===== src/rtl/inventory_fsm.sv =====
// rtl/inventory_fsm.sv - multi-item inventory tracker with room-entry pickup and use handshake
//
// Purpose:
//   Tracks NUM_ITEMS items, each living in a fixed room (ITEM_ROOMS).
//   An item is picked up when the player enters its room, provided a
//   carry slot is free. Held items can be used through a single-cycle
//   request. The request is answered one cycle later by use_ack or use_nack.
//   Reusable items stay held after use; the others become CONSUMED for good.
//
// Ports:
//   clk          - system clock, rising edge
//   reset_n      - asynchronous active-low reset
//   curr_room    - registered room code from the navigation FSM
//   use_req      - single-cycle request to use item use_idx
//   use_idx      - index of the item to use
//   has_item     - bit i: item i currently held
//   used_item    - bit i: item i used at least once (sticky)
//   pickup_pulse - bit i: one-cycle pulse after item i is acquired
//   use_ack      - one-cycle pulse: last request granted
//   use_nack     - one-cycle pulse: last request refused
//   carry_count  - number of items currently held
//   inv_full     - carry_count == MAX_CARRY

module inventory_fsm #(
  parameter int                            NUM_ITEMS  = 4,
  parameter int                            ROOM_W     = 3,
  parameter logic [NUM_ITEMS*ROOM_W-1:0]   ITEM_ROOMS = {3'd6, 3'd5, 3'd5, 3'd3},
  parameter logic [ROOM_W-1:0]             START_ROOM = 3'd0,
  parameter int                            MAX_CARRY  = 2,
  parameter logic [NUM_ITEMS-1:0]          REUSABLE   = 4'b0001,
  localparam int                           IDX_W      = (NUM_ITEMS > 1) ? $clog2(NUM_ITEMS) : 1,
  localparam int                           CNT_W      = $clog2(MAX_CARRY + 1)
) (
  input  logic                 clk,
  input  logic                 reset_n,
  input  logic [ROOM_W-1:0]    curr_room,
  input  logic                 use_req,
  input  logic [IDX_W-1:0]     use_idx,
  output logic [NUM_ITEMS-1:0] has_item,
  output logic [NUM_ITEMS-1:0] used_item,
  output logic [NUM_ITEMS-1:0] pickup_pulse,
  output logic                 use_ack,
  output logic                 use_nack,
  output logic [CNT_W-1:0]     carry_count,
  output logic                 inv_full
);

  typedef enum logic [1:0] {
    ABSENT   = 2'd0,
    HELD     = 2'd1,
    CONSUMED = 2'd2
  } item_state_e;

  item_state_e            item_state_q [NUM_ITEMS];
  item_state_e            item_state_d [NUM_ITEMS];
  logic [ROOM_W-1:0]      prev_room_q;
  logic [ROOM_W-1:0]      prev_room_d;
  logic [NUM_ITEMS-1:0]   has_item_q, has_item_d;
  logic [NUM_ITEMS-1:0]   used_item_q, used_item_d;
  logic [NUM_ITEMS-1:0]   pickup_pulse_q, pickup_pulse_d;
  logic                   use_ack_q, use_ack_d;
  logic                   use_nack_q, use_nack_d;
  logic [CNT_W-1:0]       carry_count_q, carry_count_d;
  logic                   inv_full_q, inv_full_d;

  logic                   entry;
  logic [NUM_ITEMS-1:0]   use_grant_vec;
  logic [NUM_ITEMS-1:0]   use_consume_vec;
  logic                   use_grant;
  logic                   use_consume;
  int                     slots;
  int                     held_cnt;

  always_comb begin
    entry       = (curr_room != prev_room_q);
    prev_room_d = curr_room;

    // Decode the request as a one-hot grant vector. An index that matches
    // no item (out of range) simply produces no grant and is refused.
    use_grant_vec = '0;
    for (int i = 0; i < NUM_ITEMS; i++) begin
      if (use_req && (use_idx == IDX_W'(i)) && (item_state_q[i] == HELD)) begin
        use_grant_vec[i] = 1'b1;
      end
    end
    use_consume_vec = use_grant_vec & ~REUSABLE;
    use_grant       = |use_grant_vec;
    use_consume     = |use_consume_vec;

    use_ack_d   = use_grant;
    use_nack_d  = use_req && !use_grant;
    used_item_d = used_item_q | use_grant_vec;

    for (int i = 0; i < NUM_ITEMS; i++) begin
      item_state_d[i] = item_state_q[i];
      if (use_consume_vec[i]) begin
        item_state_d[i] = CONSUMED;
      end
    end

    // A slot freed by a same-cycle consuming use is immediately available
    // to a pickup on this edge, so the count never transiently overshoots.
    slots          = MAX_CARRY - int'(carry_count_q) + (use_consume ? 1 : 0);
    pickup_pulse_d = '0;
    for (int i = 0; i < NUM_ITEMS; i++) begin
      if (entry && (item_state_q[i] == ABSENT) &&
          (ITEM_ROOMS[i*ROOM_W +: ROOM_W] == curr_room) && (slots > 0)) begin
        item_state_d[i]   = HELD;
        pickup_pulse_d[i] = 1'b1;
        slots             = slots - 1;
      end
    end

    held_cnt   = 0;
    has_item_d = '0;
    for (int i = 0; i < NUM_ITEMS; i++) begin
      if (item_state_d[i] == HELD) begin
        has_item_d[i] = 1'b1;
        held_cnt      = held_cnt + 1;
      end
    end
    carry_count_d = CNT_W'(held_cnt);
    inv_full_d    = (held_cnt == MAX_CARRY);
  end

  always_ff @(posedge clk or negedge reset_n) begin
    if (!reset_n) begin
      for (int i = 0; i < NUM_ITEMS; i++) begin
        item_state_q[i] <= ABSENT;
      end
      prev_room_q    <= START_ROOM;
      has_item_q     <= '0;
      used_item_q    <= '0;
      pickup_pulse_q <= '0;
      use_ack_q      <= 1'b0;
      use_nack_q     <= 1'b0;
      carry_count_q  <= '0;
      inv_full_q     <= 1'b0;
    end else begin
      for (int i = 0; i < NUM_ITEMS; i++) begin
        item_state_q[i] <= item_state_d[i];
      end
      prev_room_q    <= prev_room_d;
      has_item_q     <= has_item_d;
      used_item_q    <= used_item_d;
      pickup_pulse_q <= pickup_pulse_d;
      use_ack_q      <= use_ack_d;
      use_nack_q     <= use_nack_d;
      carry_count_q  <= carry_count_d;
      inv_full_q     <= inv_full_d;
    end
  end

  assign has_item     = has_item_q;
  assign used_item    = used_item_q;
  assign pickup_pulse = pickup_pulse_q;
  assign use_ack      = use_ack_q;
  assign use_nack     = use_nack_q;
  assign carry_count  = carry_count_q;
  assign inv_full     = inv_full_q;

endmodule


===== config.mk =====
export PLATFORM = sky130hd
export DESIGN_NAME = inventory_fsm
export DESIGN_NICKNAME = d
export VERILOG_FILES = /design/src/rtl/inventory_fsm.sv
export SDC_FILE = /design/constraint.sdc
export NUM_CORES = 1
export LEC_CHECK = 0
export BUFFER_PORTS_ARGS = -buffer_cell sky130_fd_sc_hd__buf_2
export CELL_PAD_IN_SITES_DETAIL_PLACEMENT = 1
export CELL_PAD_IN_SITES_GLOBAL_PLACEMENT = 1
export CORE_ASPECT_RATIO = 1.1
export CORE_MARGIN = 2
export CORE_UTILIZATION = 40
export DETAILED_ROUTE_END_ITERATION = 7
export PLACE_DENSITY = 0.8
export SYNTH_ARGS = -nofsm -noshare
export SYNTH_HDL_FRONTEND = slang
export SYNTH_SLANG_ARGS = --single-unit

===== constraint.sdc =====
create_clock -name clk -period 5 [get_ports clk]
set_input_delay 0.75 -clock clk [delete_from_list [all_inputs] [get_ports clk]]
set_output_delay 0.75 -clock clk [all_outputs]
set_load 0.02 [all_outputs]

## Yosys cells after proc, flatten, opt, wreduce, memory -nomap -nowiden

Index checks and enable logic that the tools add are counted.

| storage, ports and cells | value |
|---|---|
| bits of input ports | 8 |
| word-level logic and storage cells | 97 |
| flip-flop bits (word level) | 28 |
| output and inout bits | 17 |

| cells by class | value |
|---|---|
| equality and inequality tests | 16 |
| multiplexer cells | 27 |
| $lt $le $gt $ge | 4 |
| add/subtract/negate cells | 8 |
| bitwise gates (word level) | 1 |
| reduce and logical (&&, ||, !) cells | 29 |

Operators with widths:

| operator | count |
|---|---|
| $mux W32 | 6 |
| $add A32 B2 Y32 const B | 3 |
| $gt A32 B1 Y1 const B | 3 |
| $sub A32 B2 Y32 const B | 2 |
| $eq A32 B3 Y1 const B | 1 |
| $logic_and A1 B1 Y1 | 21 |
| $eq A2 B1 Y1 const B | 9 |
| $mux W1 | 14 |
| $mux W2 | 7 |
| $logic_not A2 Y1 | 5 |
| $eq A3 B3 Y1 const A | 2 |
| $sub A4 B2 Y5 const B | 1 |
| $add A3 B2 Y4 | 1 |
| $eq A2 B2 Y1 const B | 2 |
| $gt A4 B1 Y1 const B | 1 |
| $or A4 B4 Y4 | 1 |
| $reduce_or A4 Y1 | 1 |
| $eq A2 B3 Y1 const A | 1 |
| $ne A3 B3 Y1 | 1 |
| $reduce_or A3 Y1 | 1 |
| $sub A2 B2 Y3 const A | 1 |
| $logic_not A1 Y1 | 1 |

## Longest topological paths before layout

Gate-level depths: netlist of run 1.

| logic depth | value |
|---|---|
| word-level depth | 22 |
| mapped depth | 34 |
| gate-level depth less buffers | 33 |

## Least setup slack after synthesis of run 1

No wires, ideal clock.

| timing path | value |
|---|---|
| path kind | input -> register |
| start point | input port use_req |
| end point | register inv_full_q (netlist: inv_full) |
| stages on the path | 30 |
| setup slack | -733 ps |
| arrival time | 5629 ps |
| required time | 4896 ps |
| path through | nand2_1 > or4b_2 > nand3_1 > ha_1 > nand2b_1 > nand2_1 > ha_1 > nor2b_1 > o21ai_0 > nand3_2 > inv_1 > xnor2_1 > ha_1 > nand2_1 > a31oi_1 > nor3b_2 > or2_0 > buf_2 > xnor2_1 > ha_1 > o211ai_1 > nor3b_1 > o2111a_2 > nor2_4 > xor2_2 > ha_1 > nand3b_1 > or3_1 > a21o_1 > o311ai_1 |

| on the way | value |
|---|---|
| longest elaborated chain between the ends | 21 |

RTL lines:

| item | line | source |
|---|---|---|
| start, declared | 37 | `input logic use_req,` |
| $logic_and A1 B1 Y1 (2 in series) | 82 | `if (use_req && (use_idx == IDX_W'(i)) && (item_state_q[i] == HELD)) begin` |
| $mux W1 | 82 |  |
| $reduce_or A3 Y1 | 88 | `use_consume = \|use_consume_vec;` |
| $mux W1 | 103 | `slots = MAX_CARRY - int'(carry_count_q) + (use_consume ? 1 : 0);` |
| $add A3 B2 Y4 | 103 |  |
| $gt A4 B1 Y1 | 107 | `(ITEM_ROOMS[i*ROOM_W +: ROOM_W] == curr_room) && (slots > 0)) begin` |
| $logic_and A1 B1 Y1 | 107 |  |
| $mux W32 | 106 | `if (entry && (item_state_q[i] == ABSENT) &&` |
| [5 not listed] | n/a |  |
| $mux W32 | 106 |  |
| $gt A32 B1 Y1 | 107 |  |
| $logic_and A1 B1 Y1 | 107 |  |
| $mux W2 | 106 |  |
| $eq A2 B1 Y1 | 117 | `if (item_state_d[i] == HELD) begin` |
| $mux W32 (*) | 117 |  |
| $eq A32 B3 Y1 (*) | 123 | `inv_full_d = (held_cnt == MAX_CARRY);` |
| net inv_full_d | 64 | `logic inv_full_q, inv_full_d;` |
| end signal, assigned | 150 | `inv_full_q <= inv_full_d;` |
| end, declared | 64 |  |

The timed path passes the listed nets; every way through them passes the cells marked *.

## Final worst setup path of run 1

Same ends and word-level chain as after synthesis.

==> summary.txt, run 1 <==
TIMING
---------------------------------------------------------------------------------
Fin. Hold Viols                                                                 0
Setup WS post-layout                                                    -0.696 ns
Worst relative slew slack                                                   0.563
Total Neg Setup Slack                                                    -1.29 ns
FMAX                                                                      176 MHz
Slew of the pin with the lowest slew margin                              0.655 ns
Final Critical Period                                                     5.70 ns
Total count of max-transition violations in the final report                    0
RSZ-0062 raised after global routing                                          yes
Number of failing setup endpoints in the final timing report                    2
Period Utilization, post-route                                               1.14
Max Clock Skew                                                         0.00190 ns
Hold WS                                                                  0.461 ns

LAYOUT
---------------------------------------------------------------------------------
Core utilization of the finished layout                                     0.671
Number of cells in the finished layout apart from fillers                     328
Area grow syn2layout                                                        62.4%
Most common cell after layout, fill and taps aside                   sky130_fd_sc_hd__buf_4
Number of nets in the final layout                                            299
Proportion of layout cells with a drive suffix above 1                      0.533
Top library cells by usage in the layout, fill and taps aside        sky130_fd_sc_hd__buf_4, sky130_fd_sc_hd__dfrtp_1, sky130_fd_sc_hd__buf_2
Number of antenna diodes                                                        0

CLOCKING
---------------------------------------------------------------------------------
Num CTS Buffers                                                                 3
Max H-tree Level                                                                1
TritonCTS clock tree                                                        built
Cell at the root of the clock tree                                   sky130_fd_sc_hd__clkbuf_8
Number of sinks on the clock net                                               28
Clock insertion delay at the later pin of the skew report                 0.28 ns
Clock transition at path regs                                             0.10 ns
Max clock buf depth                                                             2

SYNTH
---------------------------------------------------------------------------------
Flip-flop and latch count after synthesis                                      28
Mapped Avg Cell Area                                                     9.87 µm²
Yosys warning count                                                             0
Most used DFF post-synth                                             sky130_fd_sc_hd__dfrtp_1
Biggest area contributors in the synthesized netlist                 sky130_fd_sc_hd__dfrtp_1, sky130_fd_sc_hd__ha_1, sky130_fd_sc_hd__nand2_1
Share of synthesized registers carrying an async set or reset                1.00
Post-synth net total                                                          202
Number of cells produced by synthesis                                         178
Number of enable flip-flop cells after synthesis                                0
Fraction of the yosys area taken by sequential cells                        0.399
Share of the synthesized area in the top cell type                          0.399
Synth cell types                                                               51
Post-synthesis cell type with the largest combined area              sky130_fd_sc_hd__dfrtp_1
Netlist area before placement                                            1760 µm²

ROUTING
---------------------------------------------------------------------------------
Number of optimization iterations in the first detailed-route pass              4
Residual DRC                                                                    0
Vias post-DR                                                                1,958
Total wire length                                                         8430 µm
DRC marker count from the first detailed-route iteration                      109
Antenna Violating Nets Remaining                                                0
Routed via count divided by cell count                                       5.97
Average wire length per cell after detail routing                         25.7 µm

FLOORPLANNING
---------------------------------------------------------------------------------
Horizontal die dimension                                                  67.2 µm
Core box area                                                            4250 µm²
Std cell rows                                                                  25
Vertical die dimension                                                    73.5 µm
I/O pin count                                                                  25
Full die area                                                            4940 µm²
Initial cell density of the core                                            0.413

PLACE
---------------------------------------------------------------------------------
Setup Slack @ Placement                                                 -0.957 ns
Post-detail-place hpwl                                                    4200 µm
Port Buffers                                                                   24
Global placer's final weighted congestion                                   0.902
Count of placed standard cells including taps                                 309

CRITICAL PATH
---------------------------------------------------------------------------------
Maximum fanout along the worst path                                             4
Worst-path cell with the longest stage delay                         sky130_fd_sc_hd__or4b_4
Peak per-stage delay on the critical path                                 0.51 ns
Critical path arrival                                                     5.86 ns
Critical path class                                                     in -> reg
Crit path launch type                                                  input port
Kind of end point of the critical path                                   register
Required time at the worst-slack endpoint                                 5.16 ns
First element of the critical path                                        use_req
Crit Reg-Reg Startpoint                                              item_state_q[3]

GLOBAL ROUTING
---------------------------------------------------------------------------------
Congestion Overflow GR                                                          0
Initial antenna violation count                                                 0
First-pass GRT wire length                                              10,600 µm
Maximum number of pins on one net before global-route repair                   29
Vias in the first global route                                              2,042
Total GRT Usage                                                             0.295

STATUS
---------------------------------------------------------------------------------
Outcome                                                              finished with violations
Failing checks                                                       negative setup slack

MIN PATH
---------------------------------------------------------------------------------
Type of the most critical hold path                                    reg -> reg
Hold_sp                                                              item_state_q[7]

POWER
---------------------------------------------------------------------------------
Max rail drop VDD                                                        0.499 mV
Total leakage power                                                       1.33 nW
Power density over the cells                                           751 nW/µm²

JOB
---------------------------------------------------------------------------------
Number of violations of the max-capacitance limit                               0

worst max-delay path: cells and delay by family:
family	cells	cell delay, ns
AO/OA/AOI/OAI	8	1.30
XOR/XNOR	1	0.15
adder cells (fa/ha/maj)	5	0.96
buffers and inverters	7	0.79
AND/OR/NAND/NOR	13	1.88
through the flow:
step,power (W),instance area [µm²]
detailed placement,0.00147,2440
CTS,0.00182,2700
finish,0.00214,2850
global placement,0.00141,2440
global route,0.00224,2850
floorplan,0.000957,1850
where the power goes:
part | internal [W] | switching, W
Combinational | 0.000768 | 0.000842
Sequential | 0.000296 | 0.0000525
Clock | 0.000107 | 0.0000769
Total | 0.00117 | 0.000972
final timing paths:
path | slack, ns | cells past startpoint | end
worst max register to register | -0.56 | 32 | inv_full
min in group asynchronous | 0.48 | 1 | has_item[1]
worst min-delay path | 0.46 | 0 | item_state_q[7]
worst max-delay path | -0.70 | 34 | inv_full
worst min register to register | 0.46 | 0 | item_state_q[7]
max in group asynchronous | 4.09 | 1 | use_ack
final cells by class:
class / count / area [µm²]
Tap cell: 54 / 67.6
Fill cell: 450 / 1400
Clock buffer: 3 / 41.3
Multi-Input combinational cell: 134 / 1270
Sequential cell: 28 / 701
Clock inverter: 1 / 30.0
Inverter: 14 / 57.6
Timing Repair Buffer: 94 / 683
sequential cells by signal, summed over array words and instances, names as in the netlist:
name          cells
prev_room_q       3
used_item         4
carry_count       2
item_state_q      8
inv_full          1
use_nack          1
has_item          4
pickup_pulse      4
use_ack           1
what timing repair did:
action | 4_1_cts | 5_1_grt
hold buffers | 0 | 0
pin swaps | 20 | 20
buffers inserted | 10 | 6
endpoints found under the setup margin | 3 | 4
gates resized for setup | 26 | 27
cell families (layout without fill, tap and decap cells):
logic type / after synthesis / after routing / synth area share
AOI/OAI and AO/OA: 30 / 30 / 0.133
xor gates and xnor gates: 8 / 8 / 0.0442
adders and majority gates: 16 / 16 / 0.114
buffers and inverters: 16 / 112 / 0.0349
DFF: 28 / 28 / 0.399
muxes: 2 / 2 / 0.0142
and+or+nand+nor: 78 / 78 / 0.261
Yosys cell counts (2+ instances only):
cell	number
sky130_fd_sc_hd__a21oi_1	2
sky130_fd_sc_hd__or2_2	2
sky130_fd_sc_hd__o31ai_1	2
sky130_fd_sc_hd__nand3b_1	2
sky130_fd_sc_hd__nand3_1	5
sky130_fd_sc_hd__or3_1	2
sky130_fd_sc_hd__o2111ai_1	2
sky130_fd_sc_hd__nand4_1	2
sky130_fd_sc_hd__o21ai_0	5
sky130_fd_sc_hd__inv_1	14
sky130_fd_sc_hd__nor3b_1	2
sky130_fd_sc_hd__nor2_1	10
sky130_fd_sc_hd__nor2b_1	5
sky130_fd_sc_hd__a31oi_1	4
sky130_fd_sc_hd__dfrtp_1	28
sky130_fd_sc_hd__ha_1	16
sky130_fd_sc_hd__nand2_1	21
sky130_fd_sc_hd__nor4_1	3
sky130_fd_sc_hd__nand2b_1	12
sky130_fd_sc_hd__xnor2_1	6
sky130_fd_sc_hd__a21o_1	3
routing by layer:
metal | track usage | part of all wire | up-vias | routed length (µm)
li1 | - | - | 825 | -
met4 | 0.136 | 0.070 | 0 | 590
met3 | 0.0368 | 0.044 | 54 | 371
met1 | 0.323 | 0.35 | 978 | 2940
met5 | 0 | 0 | - | 0
met2 | 0.556 | 0.54 | 101 | 4530
No activity file was read; power rests on OpenSTA's default activity.
==> run 2, diff against run 1 <==
--- a/config.mk
+++ b/config.mk
@@ -11,6 +11,7 @@
 export CORE_ASPECT_RATIO = 1.1
 export CORE_MARGIN = 2
 export CORE_UTILIZATION = 40
+export CTS_BUF_LIST = sky130_fd_sc_hd__clkbuf_16
 export DETAILED_ROUTE_END_ITERATION = 7
 export PLACE_DENSITY = 0.8
 export SYNTH_ARGS = -nofsm -noshare
==> constraint.sdc (replaced) <==
create_clock -name clk -period 5 [get_ports clk]
set_input_delay 0.75 -clock clk [delete_from_list [all_inputs] [get_ports clk]]
set_output_delay 0.75 -clock clk [all_outputs]
set_load 0.005 [all_outputs]
==> run 2 against run 1 <==
  * The run still ends with negative setup slack left
  * Sequential share of layout area fell by 1.0 points
  * Cell count rose by 2.1%
  * Cell area rose by 4.3%
  * Combinational power rose by 5%
  * Setup slack improved by 0.0032 ns
  * Count of clock-buffer cells in the layout did not move
  * Largest power group unchanged
==> summary.txt, run 2 (synthesis gave the netlist of run 1 again) <==
TIMING
---------------------------------------------------------------------------------
RSZ-0062 raised after global routing                                          yes
Total count of max-transition violations in the final report                    0   unchanged
Setup WS post-layout                                                    -0.693 ns   +0.00315 ns
FMAX                                                                      176 MHz   about the same
Max Clock Skew                                                         0.00324 ns   +0.00134 ns
Worst relative slew slack                                                   0.565   +0.00186
Fin. Hold Viols                                                                 0   unchanged
Slew of the pin with the lowest slew margin                              0.652 ns   -0.00279 ns
Period Utilization, post-route                                               1.14   about the same
Number of failing setup endpoints in the final timing report                    3   +1
Hold WS                                                                  0.478 ns   +0.0176 ns
Final Critical Period                                                     5.69 ns   -0.00315 ns

MIN PATH
---------------------------------------------------------------------------------
Type of the most critical hold path                                    reg -> reg
Worst hold path stage count                                                     1   +1
Hold_sp                                                              used_item[3]
End point of the most critical hold path                             used_item[3]

LAYOUT
---------------------------------------------------------------------------------
Proportion of layout cells with a drive suffix above 1                      0.555   +0.0223
Fin area                                                                 2970 µm²   +4.3%
Flip-flop and latch area                                                  701 µm²   unchanged
Number of antenna diodes                                                        0   unchanged
Area taken by multi-input logic gates                                    1320 µm²   +3.3%
Area grow syn2layout                                                        69.3%
Register with the highest flop count                                 item_state_q
Most common cell after layout, fill and taps aside                   sky130_fd_sc_hd__buf_4
Fill cell instance count of the final layout                                  455   +1.1%
Number of nets in the final layout                                            306   +2.3%
Flip-flop count of the largest register after layout                            8   unchanged
Core utilization of the finished layout                                     0.699   +0.0285
Top library cells by usage in the layout, fill and taps aside        sky130_fd_sc_hd__buf_4, sky130_fd_sc_hd__dfrtp_1, sky130_fd_sc_hd__buf_2

ROUTING
---------------------------------------------------------------------------------
Top layer used by detailed routing                                           met4
Average wire length per cell after detail routing                         26.8 µm   +4.1%
Routed via count divided by cell count                                       5.90   -1.1%
Total wire length                                                         8960 µm   +6.3%
Routed length on met1                                                     3120 µm   +6.2%
Vias post-DR                                                                1,977   +0.97%
Met3 wirelength from detailed routing                                      471 µm   +27%
Met2 WL                                                                   4750 µm   +5.0%
Residual DRC                                                                    0   unchanged
Antenna Violating Nets Remaining                                                0   unchanged
DRC marker count from the first detailed-route iteration                      171   +57%
Number of optimization iterations in the first detailed-route pass              4   unchanged

CLOCKING
---------------------------------------------------------------------------------
Max clock buf depth                                                             2   unchanged
Count of hold buffers inserted by post-cts repair                               0   unchanged
TritonCTS clock tree                                                        built
Clock transition at path regs                                             0.07 ns   -0.03 ns
Number of sinks on the clock net                                               28   unchanged
Clock insertion delay at the later pin of the skew report                 0.28 ns   about the same
Num CTS Buffers                                                                 3   unchanged
Cell at the root of the clock tree                                   sky130_fd_sc_hd__clkbuf_16
Max H-tree Level                                                                1   unchanged

POWER
---------------------------------------------------------------------------------
Total leakage power                                                       1.39 nW   +4.4%
Post-layout power                                                       0.00229 W   +6.8%
Max rail drop VDD                                                        0.392 mV   -21%
Power density over the cells                                           769 nW/µm²   +2.5%

CRITICAL PATH
---------------------------------------------------------------------------------
FF-to-FF path depth                                                            29   -9.4%
Kind of end point of the critical path                                   register
Critical path class                                                     in -> reg
Most frequent cell on the critical path                              sky130_fd_sc_hd__ha_4
Crit path launch type                                                  input port
Worst-path cell with the longest stage delay                         sky130_fd_sc_hd__or4b_4
Endpoint of the most critical register-to-register path                  inv_full
Required time at the worst-slack endpoint                                 5.18 ns   +0.02 ns
Peak per-stage delay on the critical path                                 0.51 ns   about the same
Maximum fanout along the worst path                                             5   +1
Flop2flop setup slack                                                    -0.53 ns   +0.03 ns
Critical path arrival                                                     5.87 ns   about the same
Crit Reg-Reg Startpoint                                              item_state_q[3]

JOB
---------------------------------------------------------------------------------
Number of violations of the max-capacitance limit                               0   unchanged

PLACE
---------------------------------------------------------------------------------
Global placer's final weighted congestion                                   0.842   -6.7%
Instance area after placement                                            2450 µm²   +0.31%
Post-detail-place hpwl                                                    4520 µm   +7.5%
Port Buffers                                                                   24   unchanged

GLOBAL ROUTING
---------------------------------------------------------------------------------
Vias in the first global route                                              2,250   +10%
Initial antenna violation count                                                 0   unchanged
Maximum number of pins on one net before global-route repair                   29   unchanged
Congestion Overflow GR                                                          0   unchanged
Total GRT Usage                                                             0.375   +0.0800
First-pass GRT wire length                                              12,800 µm   +21%

FLOORPLANNING
---------------------------------------------------------------------------------
I/O pin count                                                                  25   unchanged
Std cell rows                                                                  25   unchanged
Horizontal die dimension                                                  67.2 µm   unchanged
Initial cell density of the core                                            0.413   unchanged
Vertical die dimension                                                    73.5 µm   unchanged
Full die area                                                            4940 µm²   unchanged
Core box area                                                            4250 µm²   unchanged

STATUS
---------------------------------------------------------------------------------
Outcome                                                              finished with violations
Failing checks                                                       negative setup slack

==> run 2: cell count changes in the layout (fill, tap and decap cells not counted), moves of 2 or more <==
cell / delta
sky130_fd_sc_hd__buf_6: -2
sky130_fd_sc_hd__o21ai_2: +3
sky130_fd_sc_hd__buf_4: +9
sky130_fd_sc_hd__clkbuf_16: +3
sky130_fd_sc_hd__inv_2: -2
sky130_fd_sc_hd__ha_2: -2
sky130_fd_sc_hd__inv_1: +2
sky130_fd_sc_hd__clkbuf_8: -3
==> run 2: per-stage QoR <==
step | setup WS [ns] | TNS [ns] | instances
after global placement | -0.599 | -1.06 | 310
after floorplan | -0.377 | -0.447 | 178
after global routing | -0.919 | -1.95 | 335
final | -0.693 | -1.34 | 335
after CTS | -0.683 | -2.08 | 334
after detailed placement | -1.04 | -2.24 | 310
==> run 2: worst max-delay path by stage <==
stage | slack [ns] | start | depth (start not counted) | to
5_1_grt | -0.92 | use_req | 30 | inv_full
2_1_floorplan | -0.38 | use_req | 30 | inv_full
4_1_cts | -0.68 | use_req | 33 | inv_full
3_5_place_dp | -1.04 | use_req | 32 | inv_full
6_report | -0.69 | use_idx[1] | 31 | inv_full
3_3_place_gp | -0.60 | use_req | 30 | inv_full
==> run 2: final cells by class <==
type | count | area share
multi-input combinational | 134 | 0.442
clock inverter | 1 | 0.0101
inverter | 14 | 0.0194
timing repair buffer | 101 | 0.245
sequential | 28 | 0.236
tap | 54 | 0.0227
clock buffer | 3 | 0.0252
==> run 2: power by group <==
part	switching [W]	leakage [nW]	internal, W
registers	0.0000489	0.336	0.000296
clock network	0.0000889	0.0511	0.000160
logic	0.000859	1.00	0.000836
==> run 2: repair_timing <==
action | 4_1_cts | 5_1_grt
buffers inserted | 20 | 8
pin swaps | 22 | 23
gates resized for setup | 30 | 24
endpoints found under the setup margin | 3 | 6
==> run 2: worst max-delay path: cells and delay by family <==
kind / cells / cell delay (ns)
AND/OR/NAND/NOR: 16 / 2.57
AO/OA/AOI/OAI: 6 / 1.03
buffers and inverters: 2 / 0.24
adder cells (fa/ha/maj): 5 / 0.91
XOR/XNOR: 2 / 0.34
==> run 2: routing by layer <==
layer	track usage	vias to the layer above
met5	0	-
met4	0.236	0
met3	0.0781	50
met2	0.696	105
met1	0.373	990
li1	-	832
